File: src/rtl/pc_pkg.sv
// pc_pkg: shared select/state encodings for the program-counter fetch unit.
package pc_pkg;
   typedef enum logic [1:0] {SEL_SEQ = 2'b00, SEL_JMP = 2'b01, SEL_RSV = 2'b10, SEL_BR = 2'b11} next_sel_t;
   typedef enum logic [1:0] {BOOT, RUN, HOLD, FLUSH} fetch_state_t;
   function automatic logic is_redirect(input next_sel_t s);
      return s == SEL_JMP || s == SEL_BR;
   endfunction
endpackage

File: src/rtl/fetch_skid_buf.sv
// fetch_skid_buf: one-entry {pc,instr} holding register for decode back-pressure.
module fetch_skid_buf #(
   parameter int ADDR_W  = 32,
   parameter int INSTR_W = 32
) (
   input  logic               clk,
   input  logic               rst,
   input  logic               load,
   input  logic               clear,
   input  logic [ADDR_W-1:0]  pc_in,
   input  logic [INSTR_W-1:0] instr_in,
   output logic               valid,
   output logic [ADDR_W-1:0]  pc,
   output logic [INSTR_W-1:0] instr
);
   always_ff @(posedge clk) begin
      if (rst) valid <= 1'b0;
      else valid <= !clear & (load | valid);
      if (load) begin
         pc    <= pc_in;
         instr <= instr_in;
      end
   end
endmodule

File: src/rtl/pc_fetch_unit.sv
// pc_fetch_unit: PC register, redirect mux and fetch FSM feeding decode through a 1-entry skid.
module pc_fetch_unit
   import pc_pkg::*;
#(
   parameter int                ADDR_W   = 32,
   parameter int                INSTR_W  = 32,
   parameter logic [ADDR_W-1:0] RESET_PC = '0,
   parameter int                PC_INC   = 4
) (
   input  logic               clk,
   input  logic               rst,
   input  logic               resolve_valid,
   input  logic [1:0]         next_instr_sel,
   input  logic [ADDR_W-1:0]  jump_target,
   input  logic [ADDR_W-1:0]  branch_target,
   output logic [ADDR_W-1:0]  imem_addr,
   input  logic [INSTR_W-1:0] imem_rdata,
   output logic [INSTR_W-1:0] instr_out,
   output logic [ADDR_W-1:0]  pc_out,
   output logic               instr_valid,
   input  logic               instr_ready
);
   fetch_state_t       state, state_nx;
   next_sel_t          sel;
   logic [ADDR_W-1:0]  fetch_pc, inflight_pc, target, skid_pc;
   logic [INSTR_W-1:0] skid_instr;
   logic               inflight_v, skid_v, redirect, stall, issue, capture, skid_clr;
   assign sel      = next_sel_t'(next_instr_sel);
   assign redirect = resolve_valid & is_redirect(sel);
   assign target   = sel == SEL_BR ? branch_target : jump_target;
   assign stall    = inflight_v & !instr_ready;
   always_ff @(posedge clk) begin
      if (rst) state <= BOOT;
      else state <= state_nx;
   end
   always_comb begin
      state_nx = redirect ? FLUSH :
                 (state == BOOT || state == FLUSH) ? RUN :
                 state == RUN ? (stall ? HOLD : RUN) :
                 (instr_ready ? RUN : HOLD);
   end
   // A stalled RUN parks the returning word in the skid and stops issuing until it drains.
   always_comb begin
      issue    = !redirect && state != HOLD && !(state == RUN && stall);
      capture  = !redirect && state == RUN && stall;
      skid_clr = redirect || (state == HOLD && instr_ready);
   end
   always_ff @(posedge clk) begin
      if (rst) begin
         fetch_pc    <= RESET_PC;
         inflight_pc <= RESET_PC;
         inflight_v  <= 1'b0;
      end else begin
         fetch_pc   <= redirect ? target : issue ? fetch_pc + ADDR_W'(PC_INC) : fetch_pc;
         inflight_v <= issue;
         if (issue) inflight_pc <= fetch_pc;
      end
   end
   fetch_skid_buf #(.ADDR_W(ADDR_W), .INSTR_W(INSTR_W)) u_skid (
      .clk      (clk),
      .rst      (rst),
      .load     (capture),
      .clear    (skid_clr),
      .pc_in    (inflight_pc),
      .instr_in (imem_rdata),
      .valid    (skid_v),
      .pc       (skid_pc),
      .instr    (skid_instr)
   );
   assign imem_addr   = fetch_pc;
   assign instr_valid = (skid_v | inflight_v) & !redirect;
   assign pc_out      = skid_v ? skid_pc : inflight_pc;
   assign instr_out   = skid_v ? skid_instr : imem_rdata;
endmodule

File: config.mk
export PLATFORM = sky130hd
export DESIGN_NAME = pc_fetch_unit
export DESIGN_NICKNAME = d
export VERILOG_FILES = /design/src/rtl/pc_pkg.sv /design/src/rtl/fetch_skid_buf.sv /design/src/rtl/pc_fetch_unit.sv
export SDC_FILE = /design/constraint.sdc
export NUM_CORES = 1
export LEC_CHECK = 0
export ABC_CLOCK_PERIOD_IN_PS = 6400
export CAP_MARGIN = 20
export CELL_PAD_IN_SITES_DETAIL_PLACEMENT = 1
export CELL_PAD_IN_SITES_GLOBAL_PLACEMENT = 2
export CORE_UTILIZATION = 28
export CTS_BUF_LIST = sky130_fd_sc_hd__clkbuf_16
export DETAILED_ROUTE_END_ITERATION = 12
export PLACE_DENSITY_LB_ADDON = 0.1
export SKIP_LAST_GASP = 1
export SYNTH_ARGS = -nofsm -noshare
export SYNTH_HDL_FRONTEND = slang
export SYNTH_SLANG_ARGS = --single-unit
File: constraint.sdc
create_clock -name clk -period 6.4 [get_ports clk]
set_input_delay 1.28 -clock clk [delete_from_list [all_inputs] [get_ports clk]]
set_output_delay 1.28 -clock clk [all_outputs]
set_load 0.1 [all_outputs]
# Word level (Yosys, flattened, before mapping)
# Cells that the tools add are included.
# word_totals
reg_bits	132
latch_bits	0
ram_bits	0
rom_bits	0
inputBits	102
out_inout_bits	97
wordCells	45
memories	0
# op_classes
addsub	1
multipliers	0
div_mod_pow	0
n_lt_le_gt_ge	0
n_eq_ne	6
shift	0
n_mux	10
bitwise_logic	6
n_reduce_logical	15
# ops
cell	n
32-bit two-way mux	5
32-bit by 3-bit adder with 32-bit output (second input constant)	1
2-bit two-way mux	5
2-bit == test (second input constant)	3
1-bit logical AND	6
1-bit bitwise AND	4
2-bit by 1-bit == test with 1-bit output (second input constant)	2
1-bit zero test	4
1-bit logical OR	3
2-bit zero test	1
2-bit != test (second input constant)	1
1-bit OR	2
2-bit nonzero test	1

# Longest topological paths before layout
# logic_depth
ltp_word	8
depth_mapped	9
ltp_nobuf	7

# Hierarchy
# Synthesis repeated with hierarchy kept, for this count alone.
# hier_totals
cells_unflattened	538
area_unflattened_um2	5998.3
# by_module_without_submodules
module	n_inst	cells_each	area_per_inst_um2	seq_area_each_um2
pc_fetch_unit	1	471	4042.6	1341.3
fetch_skid_buf	1	67	1955.6	1941.9

# Least setup slack after synthesis
# OpenSTA, ideal clock, no wires.
# synth_timing
path_kind	input port to flip-flop
start	in resolve_valid
end	reg u_skid.instr[0] (enable)
setup_time_ps	486
t_arrival_ps	4485
t_required_ps	5914
setup_slack_ps	1429
cell_stages	4
path_buffers	2
cell_sequence	and2_1 clkbuf_1 clkbuf_1 nor2_1
# synth_via
elab_chain_len	4
# synth_lines
element	line	text
from (decl)	pc_fetch_unit.sv:12	input logic resolve_valid,
1-bit bitwise AND	pc_fetch_unit.sv:29	assign redirect = resolve_valid & is_redirect(sel);
1-bit zero test	pc_fetch_unit.sv:45	capture = !redirect && state == RUN && stall;
1-bit logical AND (2 in series)	pc_fetch_unit.sv:45	
net capture	pc_fetch_unit.sv:27	logic inflight_v, skid_v, redirect, stall, issue, capture, skid_clr;
to (signal assigned)	fetch_skid_buf.sv:21	instr <= instr_in;
to (decl)	fetch_skid_buf.sv:14	output logic [INSTR_W-1:0] instr
# The timed path passes the listed nets, and every way through them passes these cells.
# A chain may end at the register's enable or synchronous reset.

# Worst setup path in the final report
# layout_timing
start	in next_instr_sel[0]
end	out instr_valid
# layout_via
elab_chain_len	5
elab_cells_between_ends	6
cone_classes	2 x eq/ne; 2 x bitwise; 2 x reduce/logical
# layout_lines
element	line	text
from (decl)	pc_fetch_unit.sv:13	input logic [1:0] next_instr_sel,
2-bit by 1-bit == test with 1-bit output / 2-bit == test (equally long branches)	pc_pkg.sv:6	return s == SEL_JMP || s == SEL_BR;
1-bit logical OR (*)	pc_pkg.sv:6	
1-bit bitwise AND (*)	pc_fetch_unit.sv:29	
1-bit zero test (*)	pc_fetch_unit.sv:71	assign instr_valid = (skid_v | inflight_v) & !redirect;
1-bit bitwise AND (*)	pc_fetch_unit.sv:71	
to (decl)	pc_fetch_unit.sv:20	output logic instr_valid,
# Mark *: on every way between the ends. The rest lies on a longest branch, timed or not.

==> metrics.md <==
| Metric | Value |
|---|---|
| Status | `complete, no violations` |
| CP dominant cell by count | `clkdlybuf4s50_1` |
| Tot Pwr | `2.56 mW` |
| Number of setup buffers added after CTS | `0` |
| #FFs+latches synth | `approximately 130` |
| Final ANT Viol Nets | `0` |
| Drt wl/cell | `17.9 microns` |
| CORE AREA | `21000 sq um` |
| Clk root buf | `clkbuf_16` |
| Core Util, Final | `0.421` |
| Die ar. | `22000 sq um` |
| Crit. End Element | `output port` |
| Syn_nets | `between 600 and 700` |
| Post_cts resized | `0` |
| Routed WL | `18300 microns` |
| PortBufs | `198` |
| Starting Density | `0.286` |
| Initial antenna violation count | `0` |
| Fin. Hold Viols | `0` |
| Layout Cells excl Fill | `just over 1000` |
| CTS buffer count | `17` |
| Post-synth EDFFs | `64` |
| Layout area overhead | `47.3%` |
| Synth Area per Inst | `11.0 sq um` |
| Vias in the first global route | `5144` |
| Post-placement cell count | `987` |
| Share of post-route cells with drive strength above 1 | `0.159` |
| Finish-stage setup viols | `0` |
| DRT iter0 DRCs | `182` |
| Via count | `4931` |
| Final Skew | `13.2 ps` |
| DPL Wire Length | `roughly 12000 microns` |
| First-pass GRT wire length | `28900 microns` |
| Post-Syn Area | `6010 sq um` |
| Power share of the combinational group | `0.235` |
| Max-slew violation count | `0` |
| Gr ovfl total | `0` |
| CTS tree | `built` |
| Slew margin rel. | `0.302` |
| Critical Path Fanout Max | `16` |
| Routability cong. | `a little over 0.7` |
| Total GRT Usage | `0.172` |
| Clk sinks | `132` |
| Fin crit share | `0.760` |
| Worst slew pin tran | `1040 ps` |
| Min cycle time layout | `between 4000 and 5000 ps` |
| CP Class | `in -> out` |
| Sequential cell area | `3290 sq um` |
| Sequential cell fraction of total power | `0.378` |
| Maximum Capacitance Violations | `0` |
| Sw Ratio | `0.329` |
| Syn Inst Count | `544` |
| Clk Latency, worst-skew pair | `430 ps` |
| Design area | `8850 sq um` |
| Die width | `148 microns` |
| IO Pins | `slightly below 200` |
| Crit start category | `primary input` |
| Fraction of registers with async set or reset after synthesis | `0` |
| P per Cell Area | `289 nW/um^2` |
| Max Root-Sink Buffers | `2` |
| Slowest stage cell, crit path | `clkdlybuf4s50_1` |
| Worst-path cell chain | `clkdlybuf4s50_1 -> and2_1 -> nor2_1 -> clkdlybuf4s50_1` |
| Fin nets | `836` |
| Residual DRC | `0` |
| Setup tns final | `0 ps` |
| Max VDD drop | `0.107 mV` |
| H-tree depth | `4` |
| Fillers | `about 2300` |
| Clk pin slew, worst setup/hold paths | `roughly 60 ps` |
| Placed Instance Area | `8240 sq um` |
| Pin count of the biggest net entering global routing | `between 60 and 70` |
| RSZ-0062 raised after global routing | `false` |
| Critical path required time | `5120 ps` |
| Library cells used by synthesis | `40` |
| Max Freq | `206 MHz` |
| Height of the chip | `148 microns` |
| Net Sw Power | `between 0.8 and 0.9 mW` |
| Row count | `between 50 and 60` |
| Clk pwr share | `0.388` |
| Area occupied by multi-input gates | `2570 sq um` |
| Slowest Stage Delay on Critical Path | `1000 ps` |
| 1st-pass router iterations | `4` |
| Hold Path Class | `reg -> reg` |
| Synth warn | `0` |
| Leakage | `3.01 nW` |
| Top FF cell, synth | `dfxtp_1` |
| Pint | `1.72 mW` |
| Hold_buf cts | `0` |
| DR vias/cell | `4.83` |
| Sequential fraction of the synthesis area | `0.546` |
| CP arrival | `3580 ps` |
[worst paths after layout]
kind / start / endpoint / slack (ps) / cells after the start
max reg2reg: state[1]$_SDFF_PP0_ / imem_addr[10]$_SDFFE_PP0P_ / 3850 / 8
min reg2reg: inflight_pc[11]$_SDFFE_PP0P_ / u_skid.pc[11]$_DFFE_PP_ / 440 / 0
min: inflight_pc[11]$_SDFFE_PP0P_ / u_skid.pc[11]$_DFFE_PP_ / 440 / 0
max: next_instr_sel[0] / instr_valid / 1540 / 4
[power by group through the flow]
stage	Sequential (mW)	Combinational, mW	Clock, mW
CTS	0.968	0.606	1.03
global placement	0.984	0.599	0
floorplan	1.07	0.326	0
detailed placement	0.986	0.604	0
finish	0.967	0.600	0.992
global route	0.974	0.627	1.07
[worst max-delay path, delay by kind of cell]
family                 cells  cell delay (ps)
buffers and inverters      2             1550
AND/OR/NAND/NOR            2              750
[sequential cells by signal (all words and copies together) (netlist names)]
signal,count
inflight_v,1
imem_addr,32
inflight_pc,32
u_skid.pc,32
state,2
u_skid.instr,32
u_skid.valid,1
[per-stage QoR]
step | worst slack (ps) | hold WS (ps)
floorplan | 1430 | 426
CTS | 1530 | 457
global placement | 1540 | 440
global route | 1440 | 468
detailed placement | 1530 | 442
finish | 1540 | 444
[area by class of cell]
| cell class | instances | share of cell area |
|---|---|---|
| multi-input combinational | 370 | 0.291 |
| tap | 275 | 0.0389 |
| sequential | 132 | 0.371 |
| inverter | 6 | 0.00254 |
| timing repair buffer | 204 | 0.228 |
| antenna | 1 | 0.000283 |
| clock inverter | 13 | 0.0146 |
| clock buffer | 19 | 0.0537 |
[kinds of logic after synthesis]
kind of cell | after synthesis | share of synthesized area
compound gates | 98 | 0.110
xor+xnor | 25 | 0.0364
fa+ha+maj | 3 | 0.00625
buf+inv | 42 | 0.0277
flops | 132 | 0.546
mux | 71 | 0.132
simple gates | 173 | 0.141
[synth_stat cells, drive strengths merged (2+ instances only)]
library cell | n | share of area
nor4 | 4 | 0.010
and4 | 2 | 0.0029
nor2b | 8 | 0.0083
nand4 | 14 | 0.015
a21oi | 50 | 0.042
xor2 | 21 | 0.031
nand3 | 13 | 0.011
mux2 | 64 | 0.12
edfxtp | 64 | 0.32
nand2 | 93 | 0.058
nor2 | 11 | 0.0069
mux2i | 7 | 0.012
and3 | 7 | 0.0073
nor3 | 6 | 0.0050
nand2b | 2 | 0.0021
a311oi | 6 | 0.0087
dfxtp | 68 | 0.23
and2 | 5 | 0.0052
or3 | 3 | 0.0031
buf | 2 | 0.0027
a211oi | 18 | 0.022
o21ai | 5 | 0.0042
clkbuf | 34 | 0.021
xnor2 | 4 | 0.0058
inv | 6 | 0.0037
ha | 3 | 0.0062
nand4b | 2 | 0.0029
a221oi | 14 | 0.027
[cell usage in the layout (no fill, tap or decap), types with 4 or more instances in the layout]
| master | count |
|---|---|
| a211oi_1 | 18 |
| a21oi_1 | 50 |
| a221oi_1 | 8 |
| a221oi_2 | 6 |
| a311oi_1 | 6 |
| and2_1 | 5 |
| and3_1 | 7 |
| buf_4 | 6 |
| clkbuf_16 | 19 |
| clkdlybuf4s50_1 | 196 |
| clkinv_2 | 4 |
| dfxtp_1 | 67 |
| edfxtp_1 | 64 |
| inv_1 | 6 |
| mux2_2 | 64 |
| mux2i_1 | 7 |
| nand2_1 | 92 |
| nand3_1 | 13 |
| nand4_1 | 14 |
| nor2_1 | 10 |
| nor2b_1 | 8 |
| nor3_1 | 5 |
| o21ai_0 | 5 |
| xnor2_1 | 4 |
| xor2_1 | 21 |
[layer usage]
metal,GRT usage,vias to the layer above,wire length [microns]
met2,0.265,174,8140
met3,0.0503,14,1280
met5,0,-,0
li1,-,2373,-
met4,0.0567,0,204
met1,0.229,2370,8680
No activity file was read; power rests on OpenSTA's default activity.
